**src/rtl/evm_pkg.sv**
```systemverilog
// Shared definitions for the EVM result display: mode encoding and
// winner-scan FSM states.
package evm_pkg;

    typedef enum logic [1:0] {
        MODE_VOTE   = 2'd0,
        MODE_MANUAL = 2'd1,
        MODE_SCAN   = 2'd2,
        MODE_WINNER = 2'd3
    } mode_e;

    typedef enum logic [1:0] {
        ST_IDLE = 2'd0,
        ST_SCAN = 2'd1,
        ST_DONE = 2'd2
    } win_state_e;

endpackage

```
**src/rtl/evm_prio_sel.sv**
```systemverilog
// Lowest-index priority select: reports whether any request bit is set and
// the index of the lowest set bit (bit 0 wins).
module evm_prio_sel #(
    parameter int N     = 6,
    parameter int IDX_W = $clog2(N)
) (
    input  logic [N-1:0]     i_req,
    output logic             o_valid,
    output logic [IDX_W-1:0] o_idx
);

    // Scan upwards and latch the first request seen
    always_comb begin
        o_valid = 1'b0;
        o_idx   = '0;
        for (int unsigned i = 0; i < N; i++) begin
            if (i_req[i] && !o_valid) begin
                o_valid = 1'b1;
                o_idx   = IDX_W'(i);
            end
        end
    end

endmodule

```
**src/rtl/evm_result_display.sv**
```systemverilog
// EVM result display: vote acknowledge, manual result, auto-scan and
// winner search over packed candidate vote counts.
// Optional feature macro: EVM_WINNER_EN (mode 3 winner scan, busy, winner_tie).
// Without it mode 3 behaves as manual result and busy/winner_tie are 0.
module evm_result_display
    import evm_pkg::*;
#(
    parameter  int NUM_CAND    = 6,
    parameter  int VOTE_W      = 8,
    parameter  int HOLD_CYCLES = 100000000,
    localparam int IDX_W       = $clog2(NUM_CAND)
) (
    input  logic                       i_clk,
    input  logic                       i_rst_n,
    input  logic [1:0]                 i_mode,
    input  logic                       i_valid_vote_casted,
    input  logic [NUM_CAND*VOTE_W-1:0] i_cand_votes,
    input  logic [NUM_CAND-1:0]        i_button_pressed,
    output logic [VOTE_W-1:0]          o_result,
    output logic [IDX_W-1:0]           o_result_idx,
    output logic                       o_winner_tie,
    output logic                       o_busy
);

    localparam int              HOLD_W   = $clog2(HOLD_CYCLES);
    localparam logic [HOLD_W-1:0] HOLD_MAX = HOLD_W'(HOLD_CYCLES - 1);
    localparam logic [IDX_W-1:0]  IDX_LAST = IDX_W'(NUM_CAND - 1);

    logic [VOTE_W-1:0] w_cnt [NUM_CAND];
    logic              w_btn_valid;
    logic [IDX_W-1:0]  w_btn_idx;
    logic [IDX_W-1:0]  w_scan_sel;
    logic [VOTE_W-1:0] w_res_next;
    logic [IDX_W-1:0]  w_idx_next;

    logic [HOLD_W-1:0] r_hold;
    logic [HOLD_W-1:0] r_dwell;
    logic [IDX_W-1:0]  r_scan_idx;
    logic [VOTE_W-1:0] r_result;
    logic [IDX_W-1:0]  r_result_idx;

    // Unpack the flat count bus into per-candidate counts
    always_comb begin
        for (int unsigned i = 0; i < NUM_CAND; i++) begin
            w_cnt[i] = i_cand_votes[i*VOTE_W +: VOTE_W];
        end
    end

    evm_prio_sel #(
        .N     (NUM_CAND),
        .IDX_W (IDX_W)
    ) u_prio_sel (
        .i_req   (i_button_pressed),
        .o_valid (w_btn_valid),
        .o_idx   (w_btn_idx)
    );

    // Vote acknowledge hold counter, runs regardless of mode
    always_ff @(posedge i_clk or negedge i_rst_n) begin
        if (!i_rst_n) begin
            r_hold <= '0;
        end else if (i_valid_vote_casted) begin
            r_hold <= HOLD_W'(1);
        end else if (r_hold == HOLD_MAX) begin
            r_hold <= '0;
        end else if (r_hold != '0) begin
            r_hold <= r_hold + HOLD_W'(1);
        end
    end

    // Auto-scan index and dwell; parked at 0 outside mode 2 so entry starts at 0
    always_ff @(posedge i_clk or negedge i_rst_n) begin
        if (!i_rst_n) begin
            r_scan_idx <= '0;
            r_dwell    <= '0;
        end else if (i_mode != MODE_SCAN) begin
            r_scan_idx <= '0;
            r_dwell    <= '0;
        end else if (w_btn_valid) begin
            // the press cycle is the first cycle of the new dwell
            r_scan_idx <= w_btn_idx;
            r_dwell    <= HOLD_W'(1);
        end else if (r_dwell == HOLD_MAX) begin
            r_scan_idx <= (r_scan_idx == IDX_LAST) ? '0 : r_scan_idx + IDX_W'(1);
            r_dwell    <= '0;
        end else begin
            r_dwell <= r_dwell + HOLD_W'(1);
        end
    end

    assign w_scan_sel = w_btn_valid ? w_btn_idx : r_scan_idx;

`ifdef EVM_WINNER_EN
    win_state_e        r_state;
    win_state_e        w_state_next;
    logic [IDX_W-1:0]  r_cnt;
    logic [VOTE_W-1:0] r_best;
    logic [IDX_W-1:0]  r_best_idx;
    logic              r_tie;
    logic [VOTE_W-1:0] w_cur;
    logic [VOTE_W-1:0] w_cand_best;
    logic [IDX_W-1:0]  w_cand_idx;
    logic              w_cand_tie;
    logic              w_scan_last;

    // Winner FSM state register
    always_ff @(posedge i_clk or negedge i_rst_n) begin
        if (!i_rst_n) begin
            r_state <= ST_IDLE;
        end else begin
            r_state <= w_state_next;
        end
    end

    // Winner FSM next state: any departure from mode 3 returns to IDLE
    always_comb begin
        w_state_next = r_state;
        case (r_state)
            ST_IDLE: if (i_mode == MODE_WINNER) w_state_next = ST_SCAN;
            ST_SCAN: begin
                if (i_mode != MODE_WINNER) w_state_next = ST_IDLE;
                else if (r_cnt == IDX_LAST) w_state_next = ST_DONE;
            end
            ST_DONE: if (i_mode != MODE_WINNER) w_state_next = ST_IDLE;
            default: w_state_next = ST_IDLE;
        endcase
    end

    // Compare the candidate under r_cnt against the running best
    always_comb begin
        w_cur       = w_cnt[r_cnt];
        w_cand_best = r_best;
        w_cand_idx  = r_best_idx;
        w_cand_tie  = r_tie;
        if (r_cnt == '0 || w_cur > r_best) begin
            w_cand_best = w_cur;
            w_cand_idx  = r_cnt;
            w_cand_tie  = 1'b0;
        end else if (w_cur == r_best) begin
            w_cand_tie = 1'b1;
        end
    end

    assign w_scan_last = (r_state == ST_SCAN) && (w_state_next == ST_DONE);

    // Scan counter and running best
    always_ff @(posedge i_clk or negedge i_rst_n) begin
        if (!i_rst_n) begin
            r_cnt      <= '0;
            r_best     <= '0;
            r_best_idx <= '0;
            r_tie      <= 1'b0;
        end else begin
            r_cnt <= (r_state == ST_SCAN && w_state_next == ST_SCAN) ? r_cnt + IDX_W'(1) : '0;
            if (r_state == ST_SCAN) begin
                r_best     <= w_cand_best;
                r_best_idx <= w_cand_idx;
                r_tie      <= w_cand_tie;
            end
        end
    end

    assign o_busy       = (r_state == ST_SCAN);
    assign o_winner_tie = (r_state == ST_DONE) && r_tie;
`else
    assign o_busy       = 1'b0;
    assign o_winner_tie = 1'b0;
`endif

    // Next displayed value per mode; default holds the previous value
    always_comb begin
        w_res_next = r_result;
        w_idx_next = r_result_idx;
        case (i_mode)
            MODE_VOTE: begin
                w_res_next = (i_valid_vote_casted || r_hold != '0) ? '1 : '0;
                w_idx_next = '0;
            end
            MODE_MANUAL: begin
                if (w_btn_valid) begin
                    w_res_next = w_cnt[w_btn_idx];
                    w_idx_next = w_btn_idx;
                end
            end
            MODE_SCAN: begin
                w_res_next = w_cnt[w_scan_sel];
                w_idx_next = w_scan_sel;
            end
            default: begin
`ifdef EVM_WINNER_EN
                if (w_scan_last) begin
                    w_res_next = w_cand_best;
                    w_idx_next = w_cand_idx;
                end
`else
                if (w_btn_valid) begin
                    w_res_next = w_cnt[w_btn_idx];
                    w_idx_next = w_btn_idx;
                end
`endif
            end
        endcase
    end

    // Registered display outputs
    always_ff @(posedge i_clk or negedge i_rst_n) begin
        if (!i_rst_n) begin
            r_result     <= '0;
            r_result_idx <= '0;
        end else begin
            r_result     <= w_res_next;
            r_result_idx <= w_idx_next;
        end
    end

    assign o_result     = r_result;
    assign o_result_idx = r_result_idx;

endmodule

```
**config.mk**
```make
export PLATFORM = sky130hd
export DESIGN_NAME = evm_result_display
export DESIGN_NICKNAME = d
export VERILOG_FILES = /design/src/rtl/evm_pkg.sv /design/src/rtl/evm_prio_sel.sv /design/src/rtl/evm_result_display.sv
export SDC_FILE = /design/constraint.sdc
export NUM_CORES = 1
export LEC_CHECK = 0
export CAP_MARGIN = 20
export CORE_ASPECT_RATIO = 0.6
export CORE_UTILIZATION = 30
export CTS_CLUSTER_SIZE = 30
export DETAILED_ROUTE_END_ITERATION = 8
export GPL_TIMING_DRIVEN = 0
export PLACE_DENSITY = 0.52
export SLEW_MARGIN = 5
export SYNTH_ARGS = -nofsm -noshare
export SYNTH_HDL_FRONTEND = slang
export SYNTH_SLANG_ARGS = --single-unit
```
**constraint.sdc**
```tcl
create_clock -name i_clk -period 2.2 [get_ports i_clk]
set_input_delay 0.22 -clock i_clk [delete_from_list [all_inputs] [get_ports i_clk]]
set_output_delay 0.22 -clock i_clk [all_outputs]
set_load 0.1 [all_outputs]
```
* Word-level counts from Yosys, hierarchy flattened
Index checks and enable logic that the tools add are counted.
** Operators by class
- $add $sub $neg :: 3
- $lt $le $gt $ge :: 2
- Equal/unequal tests :: 5
- Muxes and demuxes :: 33
- Bitwise operators :: 2
- Reductions and logical operators :: 16
** Operators by type and width (number)
- 27-bit two-way mux :: 6
- 27-bit by 1-bit adder with 27-bit output, second input constant :: 2
- 27-bit == test, second input constant :: 2
- 8-bit binary-select mux with 3-bit select :: 2
- 8-bit two-way mux :: 6
- 27-bit nonzero test :: 1
- 3-bit two-way mux :: 8
- 8-bit case mux with 2 select lines :: 1
- 3-bit nonzero test :: 3
- 4-bit >= comparator, second input constant :: 2
- 3-bit NOT with 4-bit output :: 2
- 1-bit two-way mux :: 7
- 3-bit case mux with 2 select lines :: 1
- 1-bit logical AND :: 5
- 1-bit logical NOT :: 5
- 2-bit two-way mux :: 2
- 3-bit by 1-bit adder with 3-bit output, second input constant :: 1
- 3-bit == test, second input constant :: 1
- 2-bit == test, second input constant :: 1
- 2-bit logical NOT :: 1
- 2-bit inequality test, second input constant :: 1
- 1-bit logical OR :: 1
** Storage, ports and cells
- Bits in registers :: 68
- Input port bits :: 59
- Output and inout bits :: 13
- Logic and storage cells :: 66

* Longest topological paths before layout
- Word-level depth :: 22
- Gate-level depth with buffers :: 10
- Mapped depth without buffers :: 8

* Hierarchy
Synthesis repeated with hierarchy kept, for this count alone.
** Second synthesis, totals
- Cell total of the unflattened synthesis :: 472
- Area, all modules :: 4419.2 um^2
** Modules (own cells, without submodules)
- evm_result_display :: instances 1, cells each 462, area each 4366.7 um^2, sequential area each 1701.6 um^2
- evm_prio_sel :: instances 1, cells each 10, area each 52.6 um^2, sequential area each 0.0 um^2

* Worst setup path after synthesis
No wires, ideal clock.
- Path type :: input to register
- From :: in i_button_pressed[1]
- To :: reg r_result[7], in the netlist o_result[7]
- Setup time :: 0.138 ns
- Arrival :: 1.968 ns
- Data required time :: 2.062 ns
- Slack :: 0.094 ns
- Stages :: 7
- Path buffers :: 1
- Path through :: clkbuf_1 -> nor4_1 -> nand2_1 -> nand2_1 -> mux2_2 -> o2111ai_1 -> or4b_1
** On the way
- Word-level cells in the longest chain between the ends :: 20
- Elaborated cells between the ends (all ways) :: 31
- Those cells by class :: 19 x mux; 2 x bitwise; 10 x reduce/logical
** RTL lines
- from (decl) :: RTL line evm_result_display.sv:18 : input logic [NUM_CAND-1:0] i_button_pressed,
- 1-bit logical AND * :: RTL line evm_prio_sel.sv:17 : if (i_req[i] && !o_valid) begin
- 1-bit two-way mux :: RTL line evm_prio_sel.sv:17
- 1-bit logical NOT :: RTL line evm_prio_sel.sv:17
- 1-bit logical AND :: RTL line evm_prio_sel.sv:17
- 1-bit two-way mux :: RTL line evm_prio_sel.sv:17
- 1-bit logical NOT :: RTL line evm_prio_sel.sv:17
- 1-bit logical AND :: RTL line evm_prio_sel.sv:17
- 1-bit two-way mux :: RTL line evm_prio_sel.sv:17
- [... 4 more ...]
- 1-bit logical AND :: RTL line evm_prio_sel.sv:17
- 3-bit two-way mux / 1-bit two-way mux (equally long branches) :: RTL line evm_prio_sel.sv:17
- 3-bit NOT with 4-bit output (implied by the code) / 3-bit two-way mux (equally long branches) :: RTL line evm_result_display.sv:181, evm_result_display.sv:197, evm_result_display.sv:91
- 8-bit binary-select mux with 3-bit select / 3-bit NOT with 4-bit output (equally long branches) :: RTL line evm_result_display.sv:181, evm_result_display.sv:197, evm_result_display.sv:186
- 8-bit two-way mux (implied by the code) / 8-bit binary-select mux with 3-bit select (equally long branches) :: RTL line evm_result_display.sv:181, evm_result_display.sv:197, evm_result_display.sv:186
- 8-bit two-way mux (on tied branches) :: RTL line evm_result_display.sv:181, evm_result_display.sv:197, evm_result_display.sv:186
- 8-bit two-way mux (on tied branches) :: RTL line evm_result_display.sv:180, evm_result_display.sv:196, evm_result_display.sv:186
- 8-bit case mux with 2 select lines :: RTL line evm_result_display.sv:174 : case (i_mode)
- to (signal assigned) :: RTL line evm_result_display.sv:211 : r_result <= w_res_next;
- to (decl) :: RTL line evm_result_display.sv:39 : logic [VOTE_W-1:0] r_result;
Every way passes the cells marked *; elsewhere a longest branch is shown, timed or not. The select of a mux whose other input is x is not followed.
A chain may end at the register's enable or synchronous reset.

* Final worst setup path
- From :: in i_valid_vote_casted
- To :: reg r_result[5], in the netlist o_result[5]
** On the way
- Word-level cells in the longest chain between the ends :: 3
** RTL lines
- from (decl) :: RTL line evm_result_display.sv:16 : input logic i_valid_vote_casted,
- 1-bit logical OR :: RTL line evm_result_display.sv:176 : w_res_next = (i_valid_vote_casted || r_hold != '0) ? '1 : '0;
- 8-bit two-way mux :: RTL line evm_result_display.sv:176
- 8-bit case mux with 2 select lines :: RTL line evm_result_display.sv:174
No other way between the ends.

==> qor.txt <==
STATUS
-----------------------------------------------------------------------------------------------------
Result of the run ......................................................................    completed

DIE
-----------------------------------------------------------------------------------------------------
Area inside the core boundary .......................................................... 0.0138 sq mm
Effective utilization at floorplan .....................................................        0.311
Placement Rows .........................................................................           33
Die height .............................................................................      94.6 um
Num ports ..............................................................................           72
Die area ............................................................................... 0.0148 sq mm
Die width ..............................................................................       156 um

PLACED DESIGN
-----------------------------------------------------------------------------------------------------
Dpl hpwl ...............................................................................      9510 um
Buffers on Ports .......................................................................           67
Post-place setup slack .................................................................    -0.916 ns
GPL Wtd Cong ...........................................................................        0.904
Placed cell count ......................................................................          758

PWR
-----------------------------------------------------------------------------------------------------
Static Leak ............................................................................   0.00239 uW
Combinational power share ..............................................................        0.252
Highest ir drop seen on vdd ............................................................   0.000319 V
Switching component of the power .......................................................      1110 uW
Overall power consumption ..............................................................      3510 uW
Seq pwr share ..........................................................................        0.386
Clock share of power ...................................................................        0.362
Switching share of total power .........................................................        0.317
PD cells ...............................................................................  603 mW/mm^2
Internal Dissipation ...................................................................      2400 uW

YOSYS
-----------------------------------------------------------------------------------------------------
Mapped Cells ...........................................................................          497
Xor-xnor portion of the synthesized cell area ..........................................       0.0981
Sequential share of the synthesized area ...............................................        0.397
Post-synthesis share of cell area spent on full adders, half adders and majority gates .      0.00876
Mean post-synth cell area ..............................................................   8.62 sq um
Count of flip-flops with a built-in enable after synthesis .............................            0
Area share of and/or/nand/nor cells after synthesis ....................................        0.270
Post-synth top flop .................................................................... sky130_fd_sc_hd__dfrtp_1
Post-synthesis cell type count .........................................................           53
Async SR Flop Fraction .................................................................         1.00
Cell area after synthesis .............................................................. 0.00428 sq mm
Complex-gate fraction of the synthesized area ..........................................        0.131
Mux contribution to synthesized area ...................................................       0.0587
Main combinational cell family by area after synthesis ................................. simple AND/OR/NAND/NOR gates
Synth warnings .........................................................................            0
Register bit total from synthesis ......................................................           68

CELLS AND AREA
-----------------------------------------------------------------------------------------------------
Area of the multi-input gates .......................................................... 0.00264 sq mm
Fillers ................................................................................         1375
Final std cells w/o fill ...............................................................          785
Final nets .............................................................................          652
Sequential cell area ................................................................... 0.00170 sq mm
Synthesis-to-finish area growth ........................................................        36.0%
Diode insertion count for antenna repair ...............................................            0
Layout Utilization .....................................................................        0.422
Layout cell share with drive strength beyond 1 .........................................        0.142

STA
-----------------------------------------------------------------------------------------------------
Highest clock rate .....................................................................      470 MHz
Total count of max-transition violations in the final report ...........................            0
Final setup violation count ............................................................            0
Fin Clk Skew ...........................................................................    0.0113 ns
Pin slew with the least headroom to its limit ..........................................      1.02 ns
Share of the cycle needed by the critical path after routing ...........................        0.967
Slack of the critical path .............................................................    0.0717 ns
Final min period .......................................................................      2.13 ns
Hold Vio Cnt, Final ....................................................................            0
Max-slew headroom ......................................................................        0.321

SETUP PATH
-----------------------------------------------------------------------------------------------------
Category of the worst setup path launch point ..........................................    input pin
Worst Path Max Fanout ..................................................................            7
Crit path required time ................................................................      2.41 ns
Type of destination of the critical path ...............................................    flip-flop
Type of the worst setup path ...........................................................    in -> reg
Endpoint arrival time on the critical path .............................................      2.34 ns

GRT
-----------------------------------------------------------------------------------------------------
Global routing usage on met2 ...........................................................        0.270
Layer with the highest usage ...........................................................         met1
Global-route usage over all layers .....................................................        0.186
GR met1 Demand/Resource ................................................................        0.274
Wire length of the first global-routing pass ...........................................     21200 um
Vias in the first global route .........................................................         3932
Initial antenna violation count ........................................................            0
Pin count of the biggest net entering global routing ...................................           58
Total global routing overflow ..........................................................            0
Met3 capacity usage during global routing ..............................................       0.0496

DETAILED ROUTING
-----------------------------------------------------------------------------------------------------
Number of iterations in the first detailed-routing pass ................................            5
Post-route antenna net violation count .................................................            0
Number of design-rule violations left by the first detailed-router iteration ...........          300
Routed WL ..............................................................................     13200 um
DRC Markers ............................................................................            0
WL per Instance ........................................................................      16.8 um
Post-detailed-route via-to-cell ratio ..................................................         5.25
Number of vias after detailed routing ..................................................         4118

CLOCKING
-----------------------------------------------------------------------------------------------------
Root buffer selected by CTS ............................................................ sky130_fd_sc_hd__clkbuf_16
Clock-pin transition on the worst setup and hold timing paths ..........................      0.06 ns
Number of CTS-inserted buffers .........................................................            9
Maximum root-to-sink buffer count ......................................................            2
CTS HTree Levels .......................................................................            3
Skew-Pair Late Insertion Delay .........................................................      0.33 ns
Clock net sink count ...................................................................           68
Clock tree from TritonCTS ..............................................................          yes

FLOW RUN
-----------------------------------------------------------------------------------------------------
Maxcap violations ......................................................................            0

MIN PATH
-----------------------------------------------------------------------------------------------------
Type of the most critical hold path ....................................................  in -> async

[cell families after synthesis]
group | Yosys count
adder cells (fa/ha/maj) | 3
buffers and inverters | 34
other | 1
AO/OA/AOI/OAI | 88
multiplexers | 25
flip-flops | 68
XOR/XNOR | 48
AND/OR/NAND/NOR | 230
[worst paths after layout]
| path | startpoint | to | slack, ns | cells after the start |
|---|---|---|---|---|
| hold / removal | i_rst_n | r_hold[25]$_DFFE_PN0P_ | 0.28 | 2 |
| setup reg to reg | r_hold[2]$_DFFE_PN0P_ | o_result[5]$_DFFE_PN0P_ | 0.08 | 7 |
| setup / recovery | i_valid_vote_casted | o_result[5]$_DFFE_PN0P_ | 0.07 | 8 |
| min in group i_clk | i_button_pressed[0] | r_scan_idx[0]$_DFFE_PN0P_ | 0.33 | 4 |
| max in group asynchronous | i_rst_n | r_dwell[7]$_DFF_PN0_ | 1.38 | 3 |
| hold reg to reg | o_result[2]$_DFFE_PN0P_ | o_result[2]$_DFFE_PN0P_ | 0.51 | 1 |
[synthesized netlist by cell type, types with 2 or more instances]
| cell | count | share of area |
|---|---|---|
| sky130_fd_sc_hd__or2_2 | 5 | 0.0073 |
| sky130_fd_sc_hd__nand3b_1 | 6 | 0.011 |
| sky130_fd_sc_hd__ha_1 | 3 | 0.0088 |
| sky130_fd_sc_hd__nor2b_1 | 5 | 0.0073 |
| sky130_fd_sc_hd__and2_1 | 2 | 0.0029 |
| sky130_fd_sc_hd__dfrtp_1 | 68 | 0.40 |
| sky130_fd_sc_hd__nand4_1 | 10 | 0.015 |
| sky130_fd_sc_hd__nor2_1 | 73 | 0.064 |
| sky130_fd_sc_hd__o32a_1 | 7 | 0.016 |
| sky130_fd_sc_hd__nand2b_1 | 2 | 0.0029 |
| sky130_fd_sc_hd__and3_1 | 9 | 0.013 |
| sky130_fd_sc_hd__nand3_1 | 37 | 0.043 |
| sky130_fd_sc_hd__o21a_1 | 3 | 0.0053 |
| sky130_fd_sc_hd__nor4b_1 | 2 | 0.0041 |
| sky130_fd_sc_hd__clkbuf_1 | 14 | 0.012 |
| sky130_fd_sc_hd__xnor2_1 | 11 | 0.022 |
| sky130_fd_sc_hd__nor4_1 | 10 | 0.015 |
| sky130_fd_sc_hd__o22ai_1 | 11 | 0.016 |
| sky130_fd_sc_hd__nor3_1 | 8 | 0.0093 |
| sky130_fd_sc_hd__nor3b_1 | 2 | 0.0035 |
| sky130_fd_sc_hd__xor2_1 | 37 | 0.076 |
| sky130_fd_sc_hd__buf_4 | 4 | 0.0070 |
| sky130_fd_sc_hd__or3_1 | 4 | 0.0058 |
| sky130_fd_sc_hd__o211ai_1 | 8 | 0.014 |
| sky130_fd_sc_hd__nand2_1 | 42 | 0.037 |
| sky130_fd_sc_hd__o21ai_0 | 17 | 0.020 |
| sky130_fd_sc_hd__buf_2 | 5 | 0.0058 |
| sky130_fd_sc_hd__a21oi_1 | 24 | 0.028 |
| sky130_fd_sc_hd__a31oi_1 | 6 | 0.0088 |
| sky130_fd_sc_hd__and4_1 | 6 | 0.012 |
| sky130_fd_sc_hd__inv_1 | 11 | 0.0096 |
| sky130_fd_sc_hd__mux2i_1 | 24 | 0.056 |
[flip-flops by register name, summed over array words and instances (netlist names)]
| signal | flops |
|---|---|
| o_result | 8 |
| o_result_idx | 3 |
| r_dwell | 27 |
| r_hold | 27 |
| r_scan_idx | 3 |
[power by group through the flow]
stage,Clock [uW],Sequential (uW),Combinational (uW)
final,1270,1360,887
after global routing,1360,1360,946
after CTS,1300,1350,866
after detailed placement,0,1370,798
after global placement,0,1370,783
after floorplan,0,1550,306
[placed cells by master, fill, tap and decap left out, types with 11 or more instances in the layout]
master / netlist / routed
sky130_fd_sc_hd__nor2_1: 73 / 69
sky130_fd_sc_hd__dfrtp_1: 68 / 67
sky130_fd_sc_hd__clkdlybuf4s50_1: 0 / 62
sky130_fd_sc_hd__nand2_1: 42 / 37
sky130_fd_sc_hd__xor2_1: 37 / 37
sky130_fd_sc_hd__nand3_1: 37 / 35
sky130_fd_sc_hd__a21oi_1: 24 / 24
sky130_fd_sc_hd__mux2i_1: 24 / 24
sky130_fd_sc_hd__buf_4: 4 / 18
sky130_fd_sc_hd__o21ai_0: 17 / 17
sky130_fd_sc_hd__xnor2_1: 11 / 11
sky130_fd_sc_hd__o22ai_1: 11 / 11
[cell type report]
class | count | area share
well taps | 192 | 0.0412
repair buffers | 84 | 0.139
plain buffers | 20 | 0.0238
clock inverters | 2 | 0.00236
flip-flops and latches | 68 | 0.292
clock buffers | 12 | 0.0406
inverters | 11 | 0.00709
multi-input cells | 396 | 0.453
[per-stage QoR]
stage	hold WS [ns]	setup TNS, ns	cell area, sq um
6_report	0.284	0	5820
2_1_floorplan	-0.0756	0	4290
4_1_cts	0.282	0	5710
3_5_place_dp	0.0868	-28.52	5220
5_1_grt	0.293	-0.0712	5820
3_3_place_gp	0.491	-136.42	5200
[critical path: stages]
cell and delay [ns]:
sky130_fd_sc_hd__clkdlybuf4s50_1 0.51, sky130_fd_sc_hd__nor4_2 0.34, sky130_fd_sc_hd__nand2_1 0.16, sky130_fd_sc_hd__nor4_4 0.31, sky130_fd_sc_hd__buf_4 0.18, sky130_fd_sc_hd__o21a_4 0.19, sky130_fd_sc_hd__a31oi_1 0.06, sky130_fd_sc_hd__o32a_1 0.36
[per-layer routing]
| layer | vias up | routed length, um |
|---|---|---|
| met5 | - | 0 |
| met4 | 0 | 84 |
| met3 | 12 | 926 |
| met2 | 156 | 5580 |
| met1 | 1990 | 6560 |
| li1 | 1960 | - |
[what timing repair did]
item,in CTS,in global routing
buffers inserted,7,8
resized for setup,46,21
hold buffers,1,0
hold endpoints to repair,11,0
setup endpoints to repair,63,43
pin swaps,5,5
No activity file was read; power rests on OpenSTA's default activity.
